File: src/rtl/alu_issue_pkg.sv
// Shared types and constants for the ALU issue stage.
// Holds RV32I opcodes, ALU operation codes and the issued-beat bundle.
package alu_issue_pkg;

  localparam int XLEN = 32;

  localparam logic [6:0] OPC_OP     = 7'b0110011;
  localparam logic [6:0] OPC_OP_IMM = 7'b0010011;
  localparam logic [6:0] OPC_LUI    = 7'b0110111;
  localparam logic [6:0] OPC_AUIPC  = 7'b0010111;
  localparam logic [6:0] OPC_BRANCH = 7'b1100011;

  typedef enum logic [3:0] {
    ALU_ADD    = 4'd0,
    ALU_SUB    = 4'd1,
    ALU_LSL    = 4'd2,
    ALU_LT     = 4'd3,
    ALU_LTU    = 4'd4,
    ALU_XOR    = 4'd5,
    ALU_LSR    = 4'd6,
    ALU_ASR    = 4'd7,
    ALU_OR     = 4'd8,
    ALU_AND    = 4'd9,
    ALU_PASS_1 = 4'd10
  } alu_op_e;

  typedef struct packed {
    alu_op_e         operation;
    logic [XLEN-1:0] in_0;
    logic [XLEN-1:0] in_1;
    logic            inv_zero;
    logic            illegal;
  } iss_t;

endpackage

File: src/rtl/alu_issue_if.sv
// Handshake bundle between register read, the issue stage and the ALU.
// master drives the upstream beat and downstream ready; slave is the stage.
interface alu_issue_if #(parameter int XLEN = 32);
  logic            in_valid;
  logic            in_ready;
  logic [31:0]     instr;
  logic [XLEN-1:0] pc;
  logic [XLEN-1:0] rs1_data;
  logic [XLEN-1:0] rs2_data;
  logic            out_valid;
  logic            out_ready;
  logic [3:0]      operation;
  logic [XLEN-1:0] in_0;
  logic [XLEN-1:0] in_1;
  logic            inv_zero;
  logic            illegal;

  modport master (
    output in_valid, instr, pc, rs1_data, rs2_data, out_ready,
    input  in_ready, out_valid, operation, in_0, in_1, inv_zero, illegal
  );

  modport slave (
    input  in_valid, instr, pc, rs1_data, rs2_data, out_ready,
    output in_ready, out_valid, operation, in_0, in_1, inv_zero, illegal
  );
endinterface

File: src/rtl/alu_issue_skid_buffer.sv
// Two-entry registered valid/ready buffer (main + skid).
// in_ready is registered so upstream never sees a combinational path from out_ready.
module skid_buffer #(
  parameter int WIDTH = 8
) (
  input  logic             clk,
  input  logic             rst_n,
  input  logic             in_valid,
  output logic             in_ready,
  input  logic [WIDTH-1:0] in_data,
  output logic             out_valid,
  input  logic             out_ready,
  output logic [WIDTH-1:0] out_data
);

  logic             main_vld;
  logic [WIDTH-1:0] main_q;
  logic             skid_vld;
  logic [WIDTH-1:0] skid_q;
  logic             rdy_q;
  logic             accept;
  logic             drain;

  assign accept    = in_valid && rdy_q;
  assign drain     = main_vld && out_ready;
  assign in_ready  = rdy_q;
  assign out_valid = main_vld;
  assign out_data  = main_q;

  always_ff @(posedge clk or negedge rst_n) begin
    if (!rst_n) begin
      main_vld <= 1'b0;
      main_q   <= '0;
      skid_vld <= 1'b0;
      skid_q   <= '0;
      rdy_q    <= 1'b1;
    end else begin
      if (!main_vld || drain) begin
        // skid holds the older beat, so it always refills main first
        if (skid_vld) begin
          main_q   <= skid_q;
          main_vld <= 1'b1;
          skid_vld <= 1'b0;
          rdy_q    <= 1'b1;
        end else if (accept) begin
          main_q   <= in_data;
          main_vld <= 1'b1;
        end else begin
          main_vld <= 1'b0;
        end
      end else if (accept) begin
        skid_q   <= in_data;
        skid_vld <= 1'b1;
        rdy_q    <= 1'b0;
      end
    end
  end

endmodule

File: src/rtl/alu_issue.sv
// RV32I issue stage: decodes ALU-class instructions into op + operands,
// then registers the result through a two-entry skid buffer.
module alu_issue
  import alu_issue_pkg::*;
#(
  parameter int XLEN = 32
) (
  input logic          clk,
  input logic          rst_n,
  alu_issue_if.slave   bus
);

  function automatic alu_op_e alu_map(
    input logic [2:0] f3,
    input logic       alt
  );
    alu_op_e op;
    op = ALU_ADD;
    unique case (f3)
      3'b000: op = alt ? ALU_SUB : ALU_ADD;
      3'b001: op = ALU_LSL;
      3'b010: op = ALU_LT;
      3'b011: op = ALU_LTU;
      3'b100: op = ALU_XOR;
      3'b101: op = alt ? ALU_ASR : ALU_LSR;
      3'b110: op = ALU_OR;
      3'b111: op = ALU_AND;
      default: op = ALU_ADD;
    endcase
    return op;
  endfunction

  function automatic iss_t decode(
    input logic [31:0] ins,
    input logic [31:0] pc_v,
    input logic [31:0] rs1,
    input logic [31:0] rs2
  );
    iss_t       d;
    logic [2:0] f3;
    logic [6:0] f7;
    logic [31:0] imm_i;
    logic [31:0] imm_u;
    d         = '0;
    d.operation = ALU_ADD;
    f3        = ins[14:12];
    f7        = ins[31:25];
    imm_i     = {{20{ins[31]}}, ins[31:20]};
    imm_u     = {ins[31:12], 12'b0};
    unique case (ins[6:0])
      OPC_OP: begin
        if (f7 == 7'b0000000 || f7 == 7'b0100000) begin
          d.operation = alu_map(f3, ins[30]);
          d.in_0      = rs1;
          d.in_1      = rs2;
        end else begin
          d.illegal = 1'b1;
        end
      end
      OPC_OP_IMM: begin
        d.in_0 = rs1;
        if (f3 == 3'b001 || f3 == 3'b101) begin
          d.operation = alu_map(f3, ins[30]);
          d.in_1      = {27'b0, ins[24:20]};
        end else begin
          // immediate forms never subtract
          d.operation = alu_map(f3, 1'b0);
          d.in_1      = imm_i;
        end
      end
      OPC_LUI: begin
        d.operation = ALU_PASS_1;
        d.in_1      = imm_u;
      end
      OPC_AUIPC: begin
        d.in_0 = pc_v;
        d.in_1 = imm_u;
      end
      OPC_BRANCH: begin
        d.in_0 = rs1;
        d.in_1 = rs2;
        unique case (f3)
          3'b000: d.operation = ALU_SUB;
          3'b001: begin d.operation = ALU_SUB; d.inv_zero = 1'b1; end
          3'b100: begin d.operation = ALU_LT;  d.inv_zero = 1'b1; end
          3'b101: d.operation = ALU_LT;
          3'b110: begin d.operation = ALU_LTU; d.inv_zero = 1'b1; end
          3'b111: d.operation = ALU_LTU;
          default: begin
            d         = '0;
            d.illegal = 1'b1;
          end
        endcase
      end
      default: d.illegal = 1'b1;
    endcase
    return d;
  endfunction

  iss_t dec;
  iss_t q;

  assign dec = decode(bus.instr, bus.pc, bus.rs1_data, bus.rs2_data);

  skid_buffer #(.WIDTH($bits(iss_t))) u_skid (
    .clk       (clk),
    .rst_n     (rst_n),
    .in_valid  (bus.in_valid),
    .in_ready  (bus.in_ready),
    .in_data   (dec),
    .out_valid (bus.out_valid),
    .out_ready (bus.out_ready),
    .out_data  (q)
  );

  assign bus.operation = q.operation;
  assign bus.in_0      = q.in_0;
  assign bus.in_1      = q.in_1;
  assign bus.inv_zero  = q.inv_zero;
  assign bus.illegal   = q.illegal;

endmodule
File: src/flat_wrapper.sv
// flat-port wrapper written by rule: the top's interface ports become plain ports
module alu_issue_flat import alu_issue_pkg::*;
#(
  parameter int XLEN = 32
)
  (clk, rst_n, bus_in_valid, bus_instr, bus_pc, bus_rs1_data, bus_rs2_data, bus_out_ready, bus_in_ready, bus_out_valid, bus_operation, bus_in_0, bus_in_1, bus_inv_zero, bus_illegal);
  alu_issue_if #(.XLEN(XLEN)) bus_i ();
  input logic clk;
  input logic rst_n;
  input wire logic [$bits(bus_i.in_valid)-1:0] bus_in_valid;
  input wire logic [$bits(bus_i.instr)-1:0] bus_instr;
  input wire logic [$bits(bus_i.pc)-1:0] bus_pc;
  input wire logic [$bits(bus_i.rs1_data)-1:0] bus_rs1_data;
  input wire logic [$bits(bus_i.rs2_data)-1:0] bus_rs2_data;
  input wire logic [$bits(bus_i.out_ready)-1:0] bus_out_ready;
  output wire logic [$bits(bus_i.in_ready)-1:0] bus_in_ready;
  output wire logic [$bits(bus_i.out_valid)-1:0] bus_out_valid;
  output wire logic [$bits(bus_i.operation)-1:0] bus_operation;
  output wire logic [$bits(bus_i.in_0)-1:0] bus_in_0;
  output wire logic [$bits(bus_i.in_1)-1:0] bus_in_1;
  output wire logic [$bits(bus_i.inv_zero)-1:0] bus_inv_zero;
  output wire logic [$bits(bus_i.illegal)-1:0] bus_illegal;
  assign bus_i.in_valid = bus_in_valid;
  assign bus_i.instr = bus_instr;
  assign bus_i.pc = bus_pc;
  assign bus_i.rs1_data = bus_rs1_data;
  assign bus_i.rs2_data = bus_rs2_data;
  assign bus_i.out_ready = bus_out_ready;
  assign bus_in_ready = bus_i.in_ready;
  assign bus_out_valid = bus_i.out_valid;
  assign bus_operation = bus_i.operation;
  assign bus_in_0 = bus_i.in_0;
  assign bus_in_1 = bus_i.in_1;
  assign bus_inv_zero = bus_i.inv_zero;
  assign bus_illegal = bus_i.illegal;
  alu_issue #(.XLEN(XLEN)) u_core (.clk(clk), .rst_n(rst_n), .bus(bus_i));
endmodule
File: config.mk
export PLATFORM = sky130hd
export DESIGN_NAME = alu_issue_flat
export DESIGN_NICKNAME = d
export VERILOG_FILES = /design/src/rtl/alu_issue_pkg.sv /design/src/rtl/alu_issue_if.sv /design/src/rtl/alu_issue_skid_buffer.sv /design/src/rtl/alu_issue.sv /design/src/flat_wrapper.sv
export SDC_FILE = /design/constraint.sdc
export NUM_CORES = 1
export LEC_CHECK = 0
export ABC_CLOCK_PERIOD_IN_PS = 1800
export CORE_ASPECT_RATIO = 0.5
export CORE_MARGIN = 2
export CORE_UTILIZATION = 35
export CTS_CLUSTER_DIAMETER = 150
export DETAILED_ROUTE_END_ITERATION = 12
export PLACE_DENSITY_LB_ADDON = 0.3
export SLEW_MARGIN = 20
export SYNTH_ARGS = -nofsm -noshare
export SYNTH_HDL_FRONTEND = slang
export SYNTH_SLANG_ARGS = --single-unit
File: constraint.sdc
create_clock -name clk -period 1.8 [get_ports clk]
set_input_delay 0.18 -clock clk [delete_from_list [all_inputs] [get_ports clk]]
set_output_delay 0.18 -clock clk [all_outputs]
set_load 0.03 [all_outputs]
After elaboration in Yosys (flattened, before gate mapping)

Memories as Yosys holds them, arrays and structs flattened.
Index checks and enable logic that the tools add are counted.

Bits in read-only memories: 32
Flip-flop bits (word level): 143
Memories kept: 1
Output and inout bits: 72

Reductions and logical operators: 20
Multiplexer cells: 25
Bitwise logic cells: 1
Eq/ne operators: 14

Memories:

| name            | words | bits a word | rd ports | clocked after memory_dff | write ports | line            | text |
|---|---|---|---|---|---|---|---|
| (no name shown) | 8     | 4           | 1        | 0                        | 0           | alu_issue.sv:19 | `unique case (f3)` |

Operators with widths:

| cell                                                                  | count |
|---|---|
| 32-bit one-hot mux with 4 select lines                                | 2 |
| 70-bit 2-to-1 mux                                                     | 2 |
| 68-bit 2-to-1 mux                                                     | 1 |
| 64-bit 2-to-1 mux                                                     | 1 |
| 32-bit 2-to-1 mux                                                     | 1 |
| 4-bit one-hot mux with 8 select lines                                 | 1 |
| 7-bit by 6-bit equality test with 1-bit output, second input constant | 3 |
| 4-bit one-hot mux with 4 select lines                                 | 1 |
| 7-bit by 5-bit equality test with 1-bit output, second input constant | 2 |
| 1-bit 2-to-1 mux                                                      | 13 |
| 3-bit equality test, second input constant                            | 4 |
| 3-bit one-hot mux with 3 select lines                                 | 1 |
| 2-bit OR reduction                                                    | 4 |
| 7-bit equality test, second input constant                            | 1 |
| 7-bit logical NOT                                                     | 1 |
| 3-bit by 2-bit equality test with 1-bit output, second input constant | 2 |
| 2-bit AND reduction                                                   | 3 |
| 3-bit OR reduction                                                    | 2 |
| 6-bit OR reduction                                                    | 1 |
| 4-bit 2-to-1 mux                                                      | 1 |
| 2-bit nonzero test                                                    | 2 |
| 3-bit by 1-bit equality test with 1-bit output, second input constant | 1 |
| 3-bit logical NOT                                                     | 1 |
| 1-bit logical OR                                                      | 3 |
| 5 further kinds                                                       | 6 |

Logic depth before layout (Yosys ltp)

Gate-level depths: netlist (run 1).

Depth in word-level cells: 6
Gate-level depth with buffers: 8
Gate-level depth less buffers: 7

Modules after synthesis

Synthesis (run 1) repeated with hierarchy kept, for this count alone.

Cell total of the unflattened synthesis: 530
Area, all modules: 7,711.1 um2

Modules (own cells, without submodules):

| module      | cells each | times used | sequential area each (um2) | area an instance (um2) |
|---|---|---|---|---|
| skid_buffer | 384        | 1          | 3,579.7                    | 6,510.0 |
| alu_issue   | 146        | 1          | 0.0                        | 1,201.2 |

Least setup slack after synthesis (run 1)

No wires, ideal clock.

Path kind: register to register
Start point: register u_core.u_skid.rdy_q, in the netlist u_core.u_skid.in_ready
End point: register u_core.u_skid.main_q[1], in the netlist u_core.u_skid.out_data[1]
Setup slack: -53 ps
Cell stages (with the launch flop): 7
Arrival: 1,734 ps
Path buffers: 2
Path through: dfstp_2 a21oi_1 nor2_1 clkbuf_1 clkbuf_1 o211ai_1 o21a_1

Cells in the longest elaborated chain, start to end: 3

RTL lines:

| item                          | line                        | text |
|---|---|---|
| start: declaration            | alu_issue_skid_buffer.sv:20 | `logic rdy_q;` |
| start signal: assignment      | alu_issue_skid_buffer.sv:36 | `rdy_q <= 1'b1;` |
| start signal: assignment      | alu_issue_skid_buffer.sv:44 | `rdy_q <= 1'b1;` |
| start signal: assignment      | alu_issue_skid_buffer.sv:54 | `rdy_q <= 1'b0;` |
| 1-bit logical AND             | alu_issue_skid_buffer.sv:24 | `assign accept = in_valid && rdy_q;` |
| 2-bit nonzero test (no line)  | -                           |  |
| 2-bit AND reduction (no line) | -                           |  |
| end signal: assignment        | alu_issue_skid_buffer.sv:41 | `main_q <= skid_q;` |
| end signal: assignment        | alu_issue_skid_buffer.sv:46 | `main_q <= in_data;` |
| end: declaration              | alu_issue_skid_buffer.sv:17 | `logic [WIDTH-1:0] main_q;` |

No other way between the ends.
A chain may end at the register's enable or synchronous reset.

Final worst setup path (run 1)

Start point: register u_core.u_skid.main_vld, in the netlist u_core.u_skid.out_valid
End point: register u_core.u_skid.main_q[24], in the netlist u_core.u_skid.out_data[24]

Cells in the longest elaborated chain, start to end: 3

RTL lines:

| item                                                   | line                                                     | text |
|---|---|---|
| start: declaration                                     | alu_issue_skid_buffer.sv:16                              | `logic main_vld;` |
| start signal: assignment                               | alu_issue_skid_buffer.sv:32                              | `main_vld <= 1'b0;` |
| start signal: assignment                               | alu_issue_skid_buffer.sv:42                              | `main_vld <= 1'b1;` |
| start signal: assignment                               | alu_issue_skid_buffer.sv:47                              | `main_vld <= 1'b1;` |
| 1-bit logical NOT or 1-bit logical AND (tied branches) | alu_issue_skid_buffer.sv:38, alu_issue_skid_buffer.sv:25 |  |
| 1-bit logical OR (*)                                   | alu_issue_skid_buffer.sv:38                              | `if (!main_vld \|\| drain) begin` |
| 2-bit AND reduction (no line) (*)                      | -                                                        |  |

Mark *: on every way between the ends. The rest lies on a longest branch, timed or not.

==> results by group, run 1 <==
Outcome
  – Status: completed

Critical path
  – WP data required: about 2100 ps
  – Critical path's largest stage delay: about 490 ps
  – Crit-path slowest cell: or3_1
  – Crit path max fanout: 20
  – Worst Setup Start Kind: flip-flop
  – Crit path arrival time: 2000 ps
  – Worst Setup End Kind: flip-flop
  – Worst reg2reg startpoint: u_core.u_skid.out_valid
  – Setup Crit Path Kind: flip-flop to flip-flop
  – Critical path origin: u_core.u_skid.out_valid
  – FF-to-FF setup slack: 90 ps
  – Chain of cells forming the critical path: nor2b_1 > or3_1 > a21oi_2 > buf_12 > a21oi_1

Power and ir drop
  – Overall power: around 7300 uW
  – Max IR drop VDD: about 640 uV
  – Pleak: ~0.0042 uW
  – Pwr dens: 712.3 mW/mm^2

STA
  – Clock Skews: a little over 8 ps
  – Fmax: just under 600 MHz
  – PnR worst setup slack: 86.36 ps
  – Worst rel slew slack: 0.5832
  – Final period util: 0.9520
  – Final count of pins violating max slew: 0
  – Final hold violations: 0
  – RSZ-0062 raised after global routing: no
  – Worst-margin pin slew: 617.4 ps
  – Finish-stage setup viols: 0
  – Fin crit period: approximately 1700 ps

Clock tree
  – Clock Sinks: ~140
  – Root buffer cell: clkbuf_16
  – H-tree levels: 4
  – Clk_lat worst skew: 420 ps
  – CTS tree: done
  – CTS buffer count: 17
  – CTS clk-pin slew, worst paths: around 60 ps
  – CTS Buffer Depth: 2

Synth
  – Post-synthesis simple-gate area fraction: 0.1661
  – Post-synthesis sequential area ratio: 0.5328
  – Post-Syn Instances: 704
  – Largest area contributor in the netlist: dfrtp_1
  – Largest family of logic cells by synthesized area: compound AO/OA/AOI/OAI gates
  – Synth Area in Compound Gates: 0.2475
  – Xor and xnor area share after synthesis: 0
  – Number of synthesized flops with an enable pin: 0
  – Post-synth ARST share: 1.000
  – Top cells by area, synth: dfrtp_1 53%, o21ai_0 8.1%, nand3b_1 7.4%, a22oi_1 6.4%, a21oi_1 6.1%
  – Mux contribution to synthesized area: 0.001490
  – Synth Register Bits: between 100 and 150
  – Yosys warns: 0
  – Syn_area_per_cell: approximately 9.5 sq um
  – Distinct cell type count of the synthesized netlist: 45
  – Main synth FF type: dfrtp_1
  – Synthesized area: roughly 0.0067 sq mm
  – Synth Net Count: 840
  – Share of the synthesized area in the top cell type: 0.5289
  – Post-Synth Adder-Cell Area: 0.007449

Cells and area
  – P&R area growth vs syn: 52.92%
  – Reg area: 0.003581 sq mm
  – Commonest non-fill, non-tap cells in the layout: 192 x clkdlybuf4s50_1, 141 x dfrtp_1, 103 x o21ai_0
  – Fraction of layout cells with a size suffix above 1: 0.1461
  – Commonest non-fill, non-tap cell in the layout: clkdlybuf4s50_1
  – Fill cell count: approximately 1,700
  – Multi-input logic area: between 0.002 and 0.003 sq mm
  – # nets final: ~1,100
  – Antenna Cells: 0

Route
  – DRT Wirelength: roughly 22,000 um
  – Starting DRT DRC Count: approximately 430
  – Post-route DRC: 0
  – Drt wl/cell: about 18 um
  – Via count: 6,461
  – TritonRoute pass-1 iters: 5
  – Vias/cell: 5.309
  – ANT nets after route: 0

Die
  – Die Height: around 100 um
  – IO Pins: about 200
  – Initial core utilization: 0.3610
  – Cell Rows: 35
  – Die X: 199.9 um
  – Core ar.: 0.01861 sq mm
  – Die area: a little over 0.02 sq mm

Place
  – Routability cong.: about 0.9
  – Port bufs: a little under 200
  – Dpl hpwl: ~15,000 um
  – Pre-CTS setup slack: -555.3 ps

Worst hold path
  – Hold WC Path Type: input pin to async pin

Global routing
  – Pin count of the biggest net entering global routing: ~50
  – First-pass GRT wire length: approximately 34,000 um
  – Vias in the first global route: ~6,600
  – Grt ovf: 0
  – Initial antenna violation count: 0
  – Tot GR Track Use: 0.2192

Job
  – MaxCap Viol Count: 0
==> worst max-delay path: cells and delay by family, from the launching register on <==
| kind | cells | cell delay [ps] |
|---|---|---|
| and+or+nand+nor | 2 | 680 |
| DFF | 1 | 400 |
| AOI/OAI and AO/OA | 2 | 300 |
| buffers and inverters | 1 | 180 |
==> through the flow <==
| stage | area (sq um) | hold slack (ps) | setup TNS, ps | instances | util |
|---|---|---|---|---|---|
| floorplan | 6725 | -115.6 | 0 | 704 | - |
| global placement | 9569 | 117.9 | -43850 | 1182 | 0.5142 |
| detailed placement | 9569 | 124.6 | -56240 | 1182 | 0.5142 |
| CTS | 10180 | 243.6 | 0 | 1214 | 0.5472 |
| global route | 10270 | 264.3 | 0 | 1217 | 0.5521 |
| finish | 10270 | 236.7 | 0 | 1217 | 0.5521 |
==> state kept, by name, indices dropped and copies added (netlist names) <==
name and count:
u_core.u_skid.skid_q 70, u_core.u_skid.in_ready 1, u_core.u_skid.skid_vld 1, u_core.u_skid.out_data 70, u_core.u_skid.out_valid 1
==> cell usage after synthesis (all sizes together) (2+ instances only) <==
| cell type | count |
|---|---|
| nand2b | 4 |
| nor2 | 29 |
| clkbuf | 43 |
| o21ai | 115 |
| nor3 | 5 |
| a22oi | 57 |
| ha | 4 |
| or2 | 3 |
| nand3b | 66 |
| nor2b | 5 |
| o21a | 2 |
| inv | 4 |
| o211ai | 2 |
| buf | 18 |
| o22ai | 2 |
| a21oi | 83 |
| a31oi | 16 |
| and3 | 3 |
| nor4 | 3 |
| nand2 | 74 |
| o31ai | 3 |
| dfrtp | 142 |
| nand3 | 6 |
==> path summary, 6_finish.rpt <==
| check | endpoint | cells after the start |
|---|---|---|
| setup / recovery | u_core.u_skid.out_data[24] | 5 |
| hold / removal | u_core.u_skid.out_data[13] | 2 |
| setup reg to reg | u_core.u_skid.out_data[24] | 5 |
| hold reg to reg | u_core.u_skid.skid_q[46] | 2 |
| max in group asynchronous | u_core.u_skid.out_data[33] | 3 |
| min in group clk | u_core.u_skid.out_data[27] | 4 |
==> where the power goes <==
group          internal (uW)  leakage, uW  switching [uW]
clock network           2210     0.000294            1350
logic                    333      0.00193             211
registers               3220      0.00199               0
total                   5760      0.00422            1560
==> timing repair <==
action	in CTS	in global routing
endpoints found under the hold margin	36	0
pin swaps	2	7
setup endpoints to repair	50	88
buffers inserted	0	2
hold buffers	1	0
gates cloned	0	1
gates resized for setup	6	16
==> layer usage <==
| layer | track usage | vias to the layer above | wire [um] |
|---|---|---|---|
| met5 | 0 | - | 0 |
| met4 | 0.07123 | 0 | 402 |
| met3 | 0.04950 | 27 | 1315 |
| met2 | 0.3606 | 206 | 10220 |
| met1 | 0.2905 | 3184 | 9836 |
| li1 | - | 3044 | - |
==> cell type report <==
cell class	count	share of cell area
Clock inverter	9	0.01047
Inverter	4	0.001461
Multi-Input combinational cell	496	0.2842
Tap cell	259	0.03154
Clock buffer	22	0.04810
Timing Repair Buffer	284	0.2757
Sequential cell	143	0.3485
==> logic make-up (layout without fill, tap and decap cells) <==
kind of cell	after synthesis	after routing
AOI/OAI and AO/OA	288	288
adders and majority gates	4	4
buffers and inverters	65	319
muxes	1	1
DFF	143	143
and+or+nand+nor	203	203
Power figures use the tool's default switching activity.
==> run 2: changes to the inputs <==
Settings changed: CORE_UTILIZATION 35 to 25, GPL_ROUTABILITY_DRIVEN set to 0.
==> run 2 against run 1 <==
Effect of this change:
- cell area increased by 1.9%
- routed wire length increased by 8.8%
- sequential share of layout area fell by 0.65 points
- flip-flop and latch count stayed put
- hold slack worse by 11 ps
- via count down 1.8%
- combinational power is 1% higher
==> results by group, run 2 (synthesized netlist as in run 1, its figures left out) <==
Outcome
  – Status: completed

Route
  – Starting DRT DRC Count: 490 (+13%)
  – Vias/cell: 4.838 (-8.9%)
  – Routed length on met2: 11,280 um (+10%)
  – M1 WL: 10,900 um (+11%)
  – Drt wl/cell: 18.06 um (+0.90%)
  – Via count: 6,347 (-1.8%)
  – Top Layer Used: met4
  – DRT Wirelength: 23,690 um (+8.8%)
  – Met3 WL: 1025 um (-22%)
  – TritonRoute pass-1 iters: 5 (unchanged)
  – Post-route DRC: 0 (unchanged)
  – ANT nets after route: 0 (unchanged)

Cells and area
  – Commonest non-fill, non-tap cell in the layout: clkdlybuf4s50_1
  – Commonest non-fill, non-tap cells in the layout: 194 x clkdlybuf4s50_1, 141 x dfrtp_1, 101 x o21ai_0
  – Fill cell count: 2,603 (+57%)
  – Final core utilization: 0.3961 (-0.1560)
  – Fraction of layout cells with a size suffix above 1: 0.1430 (-0.003132)
  – Fin cells: 1,312 (+7.8%)
  – P&R area growth vs syn: 55.81%
  – # nets final: 1,082 (unchanged)

Die
  – Die area: 0.02828 sq mm (+39%)
  – IO Pins: 204 (unchanged)
  – Die Height: 119.9 um (+18%)
  – Core ar.: 0.02643 sq mm (+42%)
  – Initial core utilization: 0.2542 (-0.1068)
  – Die X: 235.8 um (+18%)
  – Cell Rows: 42 (+20%)

Global routing
  – Initial antenna violation count: 2 (+2)
  – First-pass GRT wire length: 36,630 um (+6.4%)
  – Tot GR Track Use: 0.1674 (-0.05188)
  – Pin count of the biggest net entering global routing: 53 (+8.2%)
  – Grt ovf: 0 (unchanged)
  – Vias in the first global route: 6,462 (-1.5%)

STA
  – Fin crit period: 1744 ps (+30.68 ps)
  – Final hold violations: 0 (unchanged)
  – Fin Hold WS: 225.4 ps (-11.33 ps)
  – Final period util: 0.9691 (+0.01704)
  – Worst rel slew slack: 0.5538 (-0.02938)
  – Final count of pins violating max slew: 0 (unchanged)
  – Fmax: 573.3 MHz (-1.8%)
  – Worst-margin pin slew: 669.3 ps (+51.90 ps)
  – Finish-stage setup viols: 0 (unchanged)
  – PnR worst setup slack: 55.68 ps (-30.68 ps)
  – Clock Skews: 9.064 ps (+1.016 ps)
  – Setup TNS: 0 ps (unchanged)

Critical path
  – Worst Setup Start Kind: input pin
  – Worst Setup End Kind: flip-flop
  – Crit path max fanout: 8 (-60%)
  – Setup Crit Path Kind: input pin to flip-flop
  – Crit path arrival time: 2100 ps (+100 ps)
  – WP data required: 2150 ps (+60 ps)

Place
  – Dpl hpwl: 16,070 um (+4.5%)
  – Cell total after placement: 1,272 (+7.6%)
  – Port bufs: 198 (unchanged)
  – Pre-CTS setup slack: -595.1 ps (-39.84 ps)

Clock tree
  – Clock Sinks: 143 (unchanged)
  – H-tree levels: 4 (unchanged)
  – CTS buffer count: 17 (unchanged)
  – Root buffer cell: clkbuf_16
  – Clk_lat worst skew: 440 ps (+20 ps)
  – CTS clk-pin slew, worst paths: 60 ps (about the same)
  – CTS tree: done
  – CTS Buffer Depth: 2 (unchanged)

Worst hold path
  – Hold WC Path Type: input pin to async pin

Power and ir drop
  – Max IR drop VDD: 759.7 uV (+19%)
  – Pleak: 0.004240 uW (+0.48%)
  – Pwr dens: 725.5 mW/mm^2 (+1.9%)

Job
  – MaxCap Viol Count: 0 (unchanged)
[run 2: cell type report]
class	count	area, sq um	area share
Sequential cell	143	3581	0.3421
Multi-Input combinational cell	496	2914	0.2784
Timing Repair Buffer	284	2883	0.2754
Clock buffer	22	474.2	0.04530
Tap cell	352	440.4	0.04207
Clock inverter	9	156.4	0.01494
Inverter	4	15.01	0.001434
Antenna cell	2	5.005	0.0004781
[run 2: routing by layer]
metal / vias to the layer above / track usage
met5: - / 0
met4: 0 / 0.05414
met3: 34 / 0.04739
met2: 145 / 0.2701
met1: 3125 / 0.2170
li1: 3043 / -
[run 2: path summary, 6_finish.rpt]
path	slack (ps)	startpoint	depth (start not counted)	end
max in group asynchronous	970	rst_n	3	u_core.u_skid.skid_q[54]
min reg2reg	470	u_core.u_skid.skid_q[39]	2	u_core.u_skid.skid_q[39]
min	230	rst_n	2	u_core.u_skid.out_data[20]
min in group clk	320	bus_rs2_data[11]	3	u_core.u_skid.out_data[13]
max reg2reg	130	u_core.u_skid.in_ready	5	u_core.u_skid.out_data[22]
max	60	bus_instr[0]	9	u_core.u_skid.skid_q[36]
[run 2: worst max-delay path, cell delays in order]
cell and delay (ps):
clkdlybuf4s50_1 490, nor4bb_4 290, buf_4 200, nand3_2 110
o22ai_4 220, buf_12 150, clkbuf_16 170, a22oi_1 90
o21ai_0 180
[run 2: what timing repair did]
| item | CTS | global route |
|---|---|---|
| setup endpoints to repair | 7 | 72 |
| pin swaps | 3 | 4 |
| resized for setup | 5 | 14 |
| setup buffers | 0 | 3 |
| hold buffers | 1 | 0 |
| gates cloned | 0 | 3 |
| endpoints found under the hold margin | 37 | 0 |
[run 2: per-stage QoR]
stage | total power, uW | cell area, sq um
finish | 7595 | 10470
CTS | 7677 | 10330
detailed placement | 3813 | 9688
global route | 7905 | 10470
global placement | 3806 | 9688
floorplan | 3348 | 6725
[run 2: report_power, final]
group / internal [uW] / switching (uW)
combinational: 340 / 212
clock: 2420 / 1400
sequential: 3220 / 0
total: 5980 / 1620
